[src/rtl/alu_arbiter.sv]
// alu_arbiter: round-robin sharing of one combinational ALU between NREQ requesters.
// The winner's mode/operands are latched at the arbitration edge. The ALU is enabled for one
// ISSUE cycle. Result and flags are then captured, and a one-cycle done pulse goes back to the winner.
// Handshake: a requester holds req and its inputs stable until it sees gnt. Inputs are sampled
// only on the arbitration edge. gnt is high during ISSUE and done is high during DONE, so
// neither can be high in the same cycle for the same requester.
// Optional feature macro: ALU_ARB_LOCK_EN adds the lock port. With it, a locked winner that
// keeps requesting is re-granted from DONE without moving the round-robin pointer.
module alu_arbiter #(
    parameter int NREQ = 2
) (
    input  logic              clk,
    input  logic              rst,
    input  logic [NREQ-1:0]   req,
    input  logic [4*NREQ-1:0] mode_in,
    input  logic [8*NREQ-1:0] op1_in,
    input  logic [8*NREQ-1:0] op2_in,
`ifdef ALU_ARB_LOCK_EN
    input  logic [NREQ-1:0]   lock,
`endif
    output logic [NREQ-1:0]   gnt,
    output logic [NREQ-1:0]   done,
    output logic [7:0]        result,
    output logic [3:0]        flags,
    output logic              alu_e,
    output logic [3:0]        alu_mode,
    output logic [7:0]        alu_op1,
    output logic [7:0]        alu_op2,
    input  logic [7:0]        alu_out,
    input  logic [3:0]        alu_flags,
    output logic [1:0]        dbg_state
);

    localparam int PW = (NREQ > 2) ? 2 : 1;

    typedef enum logic [1:0] {
        IDLE  = 2'd0,
        ISSUE = 2'd1,
        DONE  = 2'd2
    } state_t;

    state_t          state_q, state_d;
    logic [PW-1:0]   rr_q, rr_d;
    logic [PW-1:0]   cur_q, cur_d;
    logic [NREQ-1:0] gnt_d, done_d;
    logic [7:0]      result_d;
    logic [3:0]      flags_d;
    logic [3:0]      mode_d;
    logic [7:0]      op1_d, op2_d;

    logic            found;
    logic            hold;
    logic [PW-1:0]   win;
    int              cand;
    logic [3:0]      mode_sel;
    logic [7:0]      op1_sel, op2_sel;

    // Pick the first requesting index at or above rr_q, wrapping; lock may override.
    always_comb begin
        found = 1'b0;
        hold  = 1'b0;
        win   = rr_q;
        cand  = 0;
        for (int k = 0; k < NREQ; k++) begin
            cand = int'(rr_q) + k;
            if (cand >= NREQ) cand = cand - NREQ;
            if (!found && req[PW'(cand)]) begin
                found = 1'b1;
                win   = PW'(cand);
            end
        end
`ifdef ALU_ARB_LOCK_EN
        if (state_q == DONE && lock[cur_q] && req[cur_q]) begin
            hold  = 1'b1;
            found = 1'b1;
            win   = cur_q;
        end
`endif
    end

    // Select the winner's mode and operands from the packed request buses.
    always_comb begin
        mode_sel = '0;
        op1_sel  = '0;
        op2_sel  = '0;
        for (int i = 0; i < NREQ; i++) begin
            if (win == PW'(i)) begin
                mode_sel = mode_in[4*i +: 4];
                op1_sel  = op1_in[8*i +: 8];
                op2_sel  = op2_in[8*i +: 8];
            end
        end
    end

    // Next-state and next-output logic; everything holds unless the state says otherwise.
    always_comb begin
        state_d  = state_q;
        rr_d     = rr_q;
        cur_d    = cur_q;
        gnt_d    = '0;
        done_d   = '0;
        result_d = result;
        flags_d  = flags;
        mode_d   = alu_mode;
        op1_d    = alu_op1;
        op2_d    = alu_op2;
        case (state_q)
            IDLE, DONE: begin
                if (found) begin
                    state_d    = ISSUE;
                    cur_d      = win;
                    gnt_d[win] = 1'b1;
                    mode_d     = mode_sel;
                    op1_d      = op1_sel;
                    op2_d      = op2_sel;
                    if (!hold) begin
                        rr_d = (win == PW'(NREQ - 1)) ? '0 : win + 1'b1;
                    end
                end else begin
                    state_d = IDLE;
                end
            end
            ISSUE: begin
                result_d      = alu_out;
                flags_d       = alu_flags;
                done_d[cur_q] = 1'b1;
                state_d       = DONE;
            end
            default: state_d = IDLE;
        endcase
    end

    // State and output registers; reset discards any operation in flight.
    always_ff @(posedge clk) begin
        if (rst) begin
            state_q  <= IDLE;
            rr_q     <= '0;
            cur_q    <= '0;
            gnt      <= '0;
            done     <= '0;
            result   <= '0;
            flags    <= '0;
            alu_mode <= '0;
            alu_op1  <= '0;
            alu_op2  <= '0;
        end else begin
            state_q  <= state_d;
            rr_q     <= rr_d;
            cur_q    <= cur_d;
            gnt      <= gnt_d;
            done     <= done_d;
            result   <= result_d;
            flags    <= flags_d;
            alu_mode <= mode_d;
            alu_op1  <= op1_d;
            alu_op2  <= op2_d;
        end
    end

    assign alu_e     = (state_q == ISSUE);
    assign dbg_state = state_q;

endmodule

[config.mk]
export PLATFORM = sky130hd
export DESIGN_NAME = alu_arbiter
export DESIGN_NICKNAME = d
export VERILOG_FILES = /design/src/rtl/alu_arbiter.sv
export SDC_FILE = /design/constraint.sdc
export NUM_CORES = 1
export LEC_CHECK = 0
export CORE_UTILIZATION = 35
export DETAILED_ROUTE_END_ITERATION = 10
export PLACE_DENSITY = 0.76
export SYNTH_ARGS = -nofsm -noshare
export SYNTH_HDL_FRONTEND = slang
export SYNTH_SLANG_ARGS = --single-unit
[constraint.sdc]
create_clock -name clk -period 1 [get_ports clk]
set_input_delay 0.15 -clock clk [delete_from_list [all_inputs] [get_ports clk]]
set_output_delay 0.15 -clock clk [all_outputs]
set_load 0.1 [all_outputs]
# Yosys cells after proc, flatten, opt, wreduce, memory -nomap -nowiden
# Index checks and enable logic that the tools add are counted.
# classes
n_mux,20
n_eq_ne,2
n_reduce_logical,9
add_sub_neg,4
magnitude_cmp,8
bitwise,3
# op_table
op,count
$mux 8,2
$mux 1,14
$lt 1x3->1 const B,2
$lt 1x2->1 const B,2
$mux 4,1
$pmux 2 s2,1
$reduce_or 2->1,2
$logic_and 1x1->1,3
$not 1->1,3
$reduce_or 3->1,1
$add 1x1->2 const B,1
$demux 1 s1,2
$eq 2x1->1 const B,1
$eq 2x2->1 const B,1
$ge 1x1->1 const B,2
$ge 1x2->1 const B,1
$ge 2x2->1 const B,1
$logic_not 2->1,1
$reduce_and 2->1,1
$sub 1x1->1 const B,2
$add 1x1->1 const B,1
$logic_not 1->1,1
# word_totals
in_bits,56
register_bits,40
elab_cells,56
output_inout_bits,39

# Longest topological paths before layout
# Gate-level depths: netlist of the first run.
# depth
word_depth,13
mapped_depth,5
mapped_depth_nobuf,4

# Worst setup path before layout of the first run
# Ideal clock, no wire load.
# synth_path
kind,register to register
from,"register state_q[0], in the netlist dbg_state[0]"
to,register flags[1]
n_path_buf,1
t_arrival_ns,1.814
required_time_ns,0.930
setup_ns,0.070
period_less_slack_ns,1.884
setup_slack_ns,-0.884
stages_incl_launch_ff,6
cell_sequence,dfxtp_1 -> nand2b_2 -> inv_2 -> buf_4 -> nand2_1 -> a21oi_1
# synth_via
elab_chain_cells,1
# synth_rtl
item,line_no,source
from (decl),42,"state_t state_q, state_d;"
from (signal assigned),147,state_q <= state_d;
$eq 2x1->1,-,
via alu_e,25,"output logic alu_e,"
to (signal assigned),153,flags <= flags_d;
to (decl),24,"output logic [3:0] flags,"
# The timed path passes the listed nets, and every way through them passes these cells.
# A chain may end at the register's enable or synchronous reset.

# Worst setup path in the final report of the first run
# layout_path
from,"register state_q[1], in the netlist dbg_state[1]"
to,output alu_e
# layout_via
elab_chain_cells,1
# layout_rtl
item,line_no,source
$eq 2x1->1,160,assign alu_e = (state_q == ISSUE);
to (decl),25,
# No other way between the ends.

==> results of run 1 <==
## metal layers
metal  track usage  up-vias  share of wire
met5             0        -              0
met4        0.0937        0          0.029
met3        0.0594       14          0.059
met2         0.354       64           0.53
met1         0.226      783           0.38
li1              -      825              -
## power by group through the flow
| stage | clock network [mW] | registers [mW] | logic (mW) |
|---|---|---|---|
| finish | 1.43 | 1.83 | 2.23 |
| global route | 1.52 | 1.84 | 2.32 |
| CTS | 1.46 | 1.84 | 2.16 |
| detailed placement | 0 | 1.90 | 1.98 |
| global placement | 0 | 1.89 | 1.96 |
| floorplan | 0 | 2.57 | 0.539 |
## kinds of logic after synthesis
group	after synthesis
and+or+nand+nor	56
DFF	40
AOI/OAI and AO/OA	33
muxes	20
buffers and inverters	15
xor gates and xnor gates	1
## cells in the mapped netlist
cell / n
a211oi_2: 20
a21oi_1: 13
and2_1: 2
buf_12: 3
buf_2: 4
buf_4: 2
buf_6: 3
buf_8: 1
clkbuf_1: 1
dfxtp_1: 40
inv_2: 1
mux2i_1: 20
nand2_1: 26
nand2b_1: 1
nand2b_2: 1
nor2_1: 5
nor2_2: 18
nor2b_2: 1
nor3_1: 2
xnor2_1: 1
## through the flow
stage                     instance area [µm²]  setup TNS, ns  utilization  setup WS [ns]  hold slack (ns)
after floorplan                          1920          -5.25            -         -0.183            0.278
after global placement                   3330          -7.14        0.700         -0.348            0.432
after detailed placement                 3330          -7.57        0.700         -0.379            0.434
after CTS                                3750          -2.67        0.789         -0.170            0.183
after global routing                     3880          -5.16        0.815         -0.197            0.241
final                                    3880          -3.65        0.815         -0.155            0.234
## worst max-delay path, cell delays in order, from the launching register on
cell,delay [ns]
dfxtp_4,0.34
nand2b_4,0.15
clkinv_4,0.06
buf_12,0.16
## worst max path at each step
stage / startpoint / depth (start not counted) / slack (ns) / end
floorplan: dbg_state[1]$_SDFF_PP0_ / 5 / -0.18 / flags[1]$_SDFFE_PP0P_
global placement: req[0] / 5 / -0.35 / alu_mode[2]$_SDFFE_PP0P_
detailed placement: req[0] / 5 / -0.38 / alu_op1[5]$_SDFFE_PP0P_
CTS: dbg_state[1]$_SDFF_PP0_ / 3 / -0.17 / alu_e
global route: dbg_state[0]$_SDFF_PP0_ / 5 / -0.20 / alu_op1[3]$_SDFFE_PP0P_
finish: dbg_state[1]$_SDFF_PP0_ / 3 / -0.15 / alu_e
## registers in the layout, summed over array words and instances, names as in the netlist
register   flops
flags          4
rr_q           1
done           2
alu_op1        8
gnt            2
dbg_state      2
cur_q          1
alu_op2        8
result         8
alu_mode       4
## what timing repair did
action | 4_1_cts | 5_1_grt
gates cloned | 3 | 0
setup buffers | 14 | 15
pin swaps | 2 | 7
resized for setup | 33 | 26
endpoints found under the setup margin | 45 | 60
endpoints found under the hold margin | 0 | 0
## cell type report
cell class                 instances  area, µm²
clock buffer                       7       96.3
clock inverter                     1       30.0
fill                             271        878
inverter                           1       8.76
multi-input combinational        110        956
sequential                        40        897
tap                               67       83.8
timing repair buffer             139       1800
==> metrics.md, run 1 <==
| Metric | Value |
|---|---|
| Status | finished, violations left |
| Violated checks | setup timing |
| Pwr dens | 1420 nW/µm² |
| Worst skew pair latency | 0.29 ns |
| Vias after detailed routing | 1686 |
| Unrepaired setup endpoints after global routing | true |
| Non-Filler Instances | 365 |
| N_diodes | 0 |
| Slew Viols, Final | 0 |
| Cell-internal power | approximately 3.6 mW |
| Vias in the first global route | approximately 1700 |
| Count of standard-cell rows | 25 |
| Hold worst-path end | cur_q$_SDFFE_PP0P_ |
| Post-Synth XOR/XNOR Area | 0.00500 |
| R2R depth | 5 |
| Leakage power | 1.50 nW |
| Yosys warns | 0 |
| Root buffer cell | clkbuf_8 |
| # IOs | 95 |
| Worst Path Class, Setup | flip-flop to output pin |
| Vias/cell | between 4 and 5 |
| Hold path depth | 2 |
| Area delta synth->final | 121% |
| Worst Skew | ~0.0047 ns |
| Setup crit end kind | output pin |
| Final GP Congestion | roughly 0.65 |
| TritonCTS Buffers | 5 |
| Global route overflow | 0 |
| Netlist Area Pre-Place | roughly 1800 µm² |
| Synth top area share | 0.457 |
| Most common cell after layout, fill and taps aside | clkdlybuf4s50_1 |
| Worst hold path type | primary input to flip-flop |
| Fmax | just under 900 MHz |
| Largest net degree at the start of global routing | 17 |
| Slew @ Worst Pin | ~0.29 ns |
| Width of the die | 72.7 µm |
| WP data required | 0.85 ns |
| Most frequent cells in the layout | clkdlybuf4s50_1, buf_12, buf_4, dfxtp_2 |
| Crit-path max FO | 2 |
| Worst Setup Slack, final | -0.155 ns |
| Top cells by area, synth | dfxtp_1, a211oi_2, mux2i_1, nor2_2, nand2_1 |
| Crit path launch type | flip-flop |
| Flop pwr share | 0.334 |
| DR iter-0 viols | 46 |
| Final Hold Viols | 0 |
| R2r setup slk | -0.15 ns |
| CTS Hold Bufs | 0 |
| Die area | 5290 µm² |
| Max-slew headroom | 0.799 |
| Largest family of logic cells by synthesized area | compound AO/OA/AOI/OAI gates |
| Area leader, netlist | dfxtp_1 |
| Die Ht | 72.7 µm |
| Comb power frac | 0.406 |
| Final setup fails | 38 |
| Simple-Gate Fraction of Synth Area | 0.157 |
| Net count after synthesis | 221 |
| Switching Fraction | 0.345 |
| Number of antenna violations at the first check in global routing | 0 |
| FF-to-FF End | alu_op1[3]$_SDFFE_PP0P_ |
| Sw power | 1.90 mW |
| Reg2reg start | dbg_state[0]$_SDFF_PP0_ |
| Yosys cell types | 20 |
| Deepest clock path buffer count | 2 |
| Global-route wire length before repair | 8.07 mm |
| Cells after DPL | 328 |
| TritonCTS Sinks | 40 |
| Compound-gate portion of the synthesized area | 0.180 |
| Maxcap violations | 0 |
| Share of cells above drive strength 1 | 0.668 |
| Post-route ant nets | 0 |
| Tcrit/Tclk final | 1.15 |
| Drt wl/cell | 14.9 µm |
| Drt total wl | 5.45 mm |
| Mapped Cells | 165 |
| Initial Util | 0.368 |
| Syn_area_per_cell | 10.6 µm² |
| Total Power | 5.49 mW |
| Peak supply drop | 0.929 mV |
| Tmin final | 1.15 ns |
| Post-synthesis mux area share | 0.114 |
| Hold Path Origin | rst |
| Drt drc | 0 |
| FF+latch count, synth | 40 |
| Clock power frac | 0.260 |
| Post-Synth Adder-Cell Area | 0 |
| CTS tree | yes |
| Worst path arrival time | 1.00 ns |
| Nets@finish | 353 |
| Htree depth | 2 |
| Total GRT Usage | 0.202 |
| Dpl hpwl | ~3.3 mm |
| Seq/Total Area, Yosys | 0.457 |
| DR pass1 iterations | 4 |
| Total core area | 4750 µm² |
| Port-buffer cells | between 90 and 100 |
| Worst-path clk slew | about 0.070 ns |
(Power assumes the default switching activity.)
==> run 2, diff against run 1 <==
--- a/config.mk
+++ b/config.mk
@@ -11,3 +11,4 @@
 export SYNTH_ARGS = -nofsm -noshare
 export SYNTH_HDL_FRONTEND = slang
 export SYNTH_SLANG_ARGS = --single-unit
+export TNS_END_PERCENT = 10
==> metrics.md, run 2 (synthesized netlist as in run 1, its figures left out) <==
| Metric | Value |
|---|---|
| Die Ht | 72.7 µm (unchanged) |
| Most Used Layer, Global Route | met2 |
| Sw power | 1.81 mW (-4.8%) |
| Flop pwr share | 0.370 (+0.036) |
| Top Registers | alu_op1 (8), alu_op2 (8), result (8) |
| Non-Filler Instances | 343 (-6.0%) |
| Worst Setup SP | dbg_state[0]$_SDFF_PP0_ |
| Tcrit/Tclk final | 1.23 (+0.0721) |
| Dpl hpwl | 3.38 mm (+2.3%) |
| Pwr dens | 1400 nW/µm² (-0.97%) |
| Worst-path clk slew | 0.08 ns (about the same) |
| Initial Util | 0.368 (unchanged) |
| Crit path max-delay cell type | dfxtp_4 |
| Met1 GRT Util | 0.183 (-0.0427) |
| Global route overflow | 0 (unchanged) |
| Tmin final | 1.23 ns (+0.0721 ns) |
| Final Hold Viols | 0 (unchanged) |
| Worst skew pair latency | 0.29 ns (about the same) |
| Slew Viols, Final | 0 (unchanged) |
| Worst path depth | 6 (+3) |
| Worst setup path endpoint | alu_op1[4]$_SDFFE_PP0P_ |
| Crit path launch type | flip-flop |
| Met2 Usage GRT | 0.282 (-0.0717) |
| Port-buffer cells | 93 (unchanged) |
| Root buffer cell | clkbuf_8 |
| Status | finished, violations left |
| Most frequent cells in the layout | clkdlybuf4s50_1, buf_12, dfxtp_2, mux2i_1, a211oi_2 |
| Chain of cells forming the critical path | buf_4 > nor2b_4 > buf_4 > clkbuf_16 > nor2_2 > a211oi_2 |
| Slew @ Worst Pin | 0.329 ns (+0.0367 ns) |
| Maxcap violations | 0 (unchanged) |
| Max-slew headroom | 0.780 (-0.0189) |
| Crit-path max FO | 9 (+7) |
| Area delta synth->final | 102% |
| Drt drc | 0 (unchanged) |
| Worst hold path type | primary input to flip-flop |
| CTS tree | yes |
| DR iter-0 viols | 42 (-8.7%) |
| Cells after DPL | 323 (-1.5%) |
| Clock power frac | 0.220 (-0.040) |
| Number of antenna violations at the first check in global routing | 0 (unchanged) |
| Share of cells above drive strength 1 | 0.598 (-0.0700) |
| Worst Skew | 0.00619 ns (+0.00150 ns) |
| N_diodes | 0 (unchanged) |
| Leakage power | 1.34 nW (-11%) |
| Width of the die | 72.7 µm (unchanged) |
| Worst Setup Slack, final | -0.227 ns (-0.0721 ns) |
| TritonCTS Sinks | 40 (unchanged) |
| Worst path arrival time | 1.43 ns (+0.43 ns) |
| # IOs | 95 (unchanged) |
| Post-route ant nets | 0 (unchanged) |
| Most common cell after layout, fill and taps aside | clkdlybuf4s50_1 |
| R2r setup slk | -0.23 ns (-0.07 ns) |
| Global-route wire length before repair | 6.93 mm (-14%) |
| Fmax | 815 MHz (-5.9%) |
| FF-to-FF End | alu_op1[4]$_SDFFE_PP0P_ |
| Cell-internal power | 3.17 mW (-12%) |
| Largest net degree at the start of global routing | 19 (+2) |
| Total core area | 4750 µm² (unchanged) |
| Setup crit end kind | flip-flop |
| Reg2reg start | dbg_state[0]$_SDFF_PP0_ |
| Drt wl/cell | 13.5 µm (-9.4%) |
| TritonCTS Buffers | 5 (unchanged) |
| Die area | 5290 µm² (unchanged) |
| Total GRT Usage | 0.170 (-0.0322) |
| Vias/cell | 4.56 (-1.3%) |
| CTS Hold Bufs | 0 (unchanged) |
| Vias after detailed routing | 1564 (-7.2%) |
| Final GP Congestion | 0.674 (+3.2%) |
| R2R depth | 6 (+1) |
| CP delay by family, top | buffers and inverters |
| CP most frequent cell | buf_4 |
| Htree depth | 2 (unchanged) |
| Unrepaired setup endpoints after global routing | true |
| Switching Fraction | 0.363 (+0.0178) |
| Worst path bufs/invs | 3 (+1) |
| Peak supply drop | 0.851 mV (-8.4%) |
| Worst Path Class, Setup | flip-flop to flip-flop |
| DR pass1 iterations | 4 (unchanged) |
| Fin util | 0.746 (-0.0697) |
| Final setup fails | 36 (-5.3%) |
| Max incr delay on CP | 0.36 ns (+0.02 ns) |
| Post-Place Worst Slack | -0.423 ns (-0.0439 ns) |
| Comb power frac | 0.410 (+0.004) |
| GR Layer Usage met3 | 0.0981 (+0.0387) |
| Count of standard-cell rows | 25 (unchanged) |
| WP data required | 1.20 ns (+0.35 ns) |
| Violated checks | setup timing |
| Vias in the first global route | 1516 (-11%) |
| Drt total wl | 4.64 mm (-15%) |
| Nets@finish | 331 (-6.2%) |
| Deepest clock path buffer count | 2 (unchanged) |
## run 2: changes by cell type in the layout (fill, tap and decap cells not counted), moves of 3 or more
cell     change
dfxtp_4     -12
buf_4       -14
nor2_4      -11
nand2_2      -3
nor2_2       +9
nand2_1      +4
dfxtp_2     +11
buf_12       +3
buf_6       -11
## run 2: how the worst min path moves through the flow
stage | startpoint | end | slack (ns) | cells after the start
floorplan | alu_flags[0] | flags[0]$_SDFFE_PP0P_ | 0.28 | 2
global placement | cur_q$_SDFFE_PP0P_ | done[0]$_SDFF_PP0_ | 0.45 | 1
detailed placement | cur_q$_SDFFE_PP0P_ | done[0]$_SDFF_PP0_ | 0.45 | 1
CTS | rst | alu_op2[0]$_SDFFE_PP0P_ | 0.24 | 2
global route | rst | dbg_state[0]$_SDFF_PP0_ | 0.27 | 2
finish | rst | cur_q$_SDFFE_PP0P_ | 0.25 | 2
## run 2: final cells by class
type | count | area, µm²
clock buffer | 6 | 82.6
clock inverter | 2 | 10.0
fill | 344 | 1210
inverter | 1 | 8.76
multi-input combinational | 110 | 851
sequential | 40 | 866
tap | 67 | 83.8
timing repair buffer | 117 | 1640
## run 2: per-stage QoR
| step | setup TNS [ns] | hold slack (ns) | instance area (µm²) | power, mW |
|---|---|---|---|---|
| floorplan | -5.72 | 0.278 | 1840 | 3.06 |
| global placement | -7.76 | 0.450 | 3260 | 3.81 |
| detailed placement | -8.77 | 0.451 | 3260 | 3.84 |
| CTS | -5.22 | 0.239 | 3430 | 4.98 |
| global route | -6.78 | 0.265 | 3540 | 5.18 |
| finish | -4.65 | 0.246 | 3540 | 4.98 |
## run 2: timing repair
| action | CTS | global route |
|---|---|---|
| buffers inserted | 3 | 7 |
| cloned | 1 | 2 |
| hold endpoints to repair | 0 | 0 |
| resized for setup | 7 | 12 |
| pin swaps | 13 | 7 |
| endpoints found under the setup margin | 41 | 61 |
## run 2: power groups by stage
stage	clock network (mW)	logic [mW]	registers (mW)
2_1_floorplan	0	0.504	2.55
3_3_place_gp	0	1.93	1.88
3_5_place_dp	0	1.96	1.88
4_1_cts	1.14	2.00	1.84
5_1_grt	1.20	2.12	1.85
6_report	1.10	2.04	1.84
## run 2: worst reg2reg max path, cell delays in order (launching register included)
cell	delay, ns
dfxtp_4	0.36
buf_4	0.13
nor2b_4	0.14
buf_4	0.16
clkbuf_16	0.16
nor2_2	0.04
a211oi_2	0.15
## run 2: per-layer routing
metal | share of wire | vias up
met3 | 0.12 | 2
met2 | 0.47 | 73
met4 | 0.0041 | 0
met1 | 0.40 | 707
li1 | - | 782
met5 | 0 | -
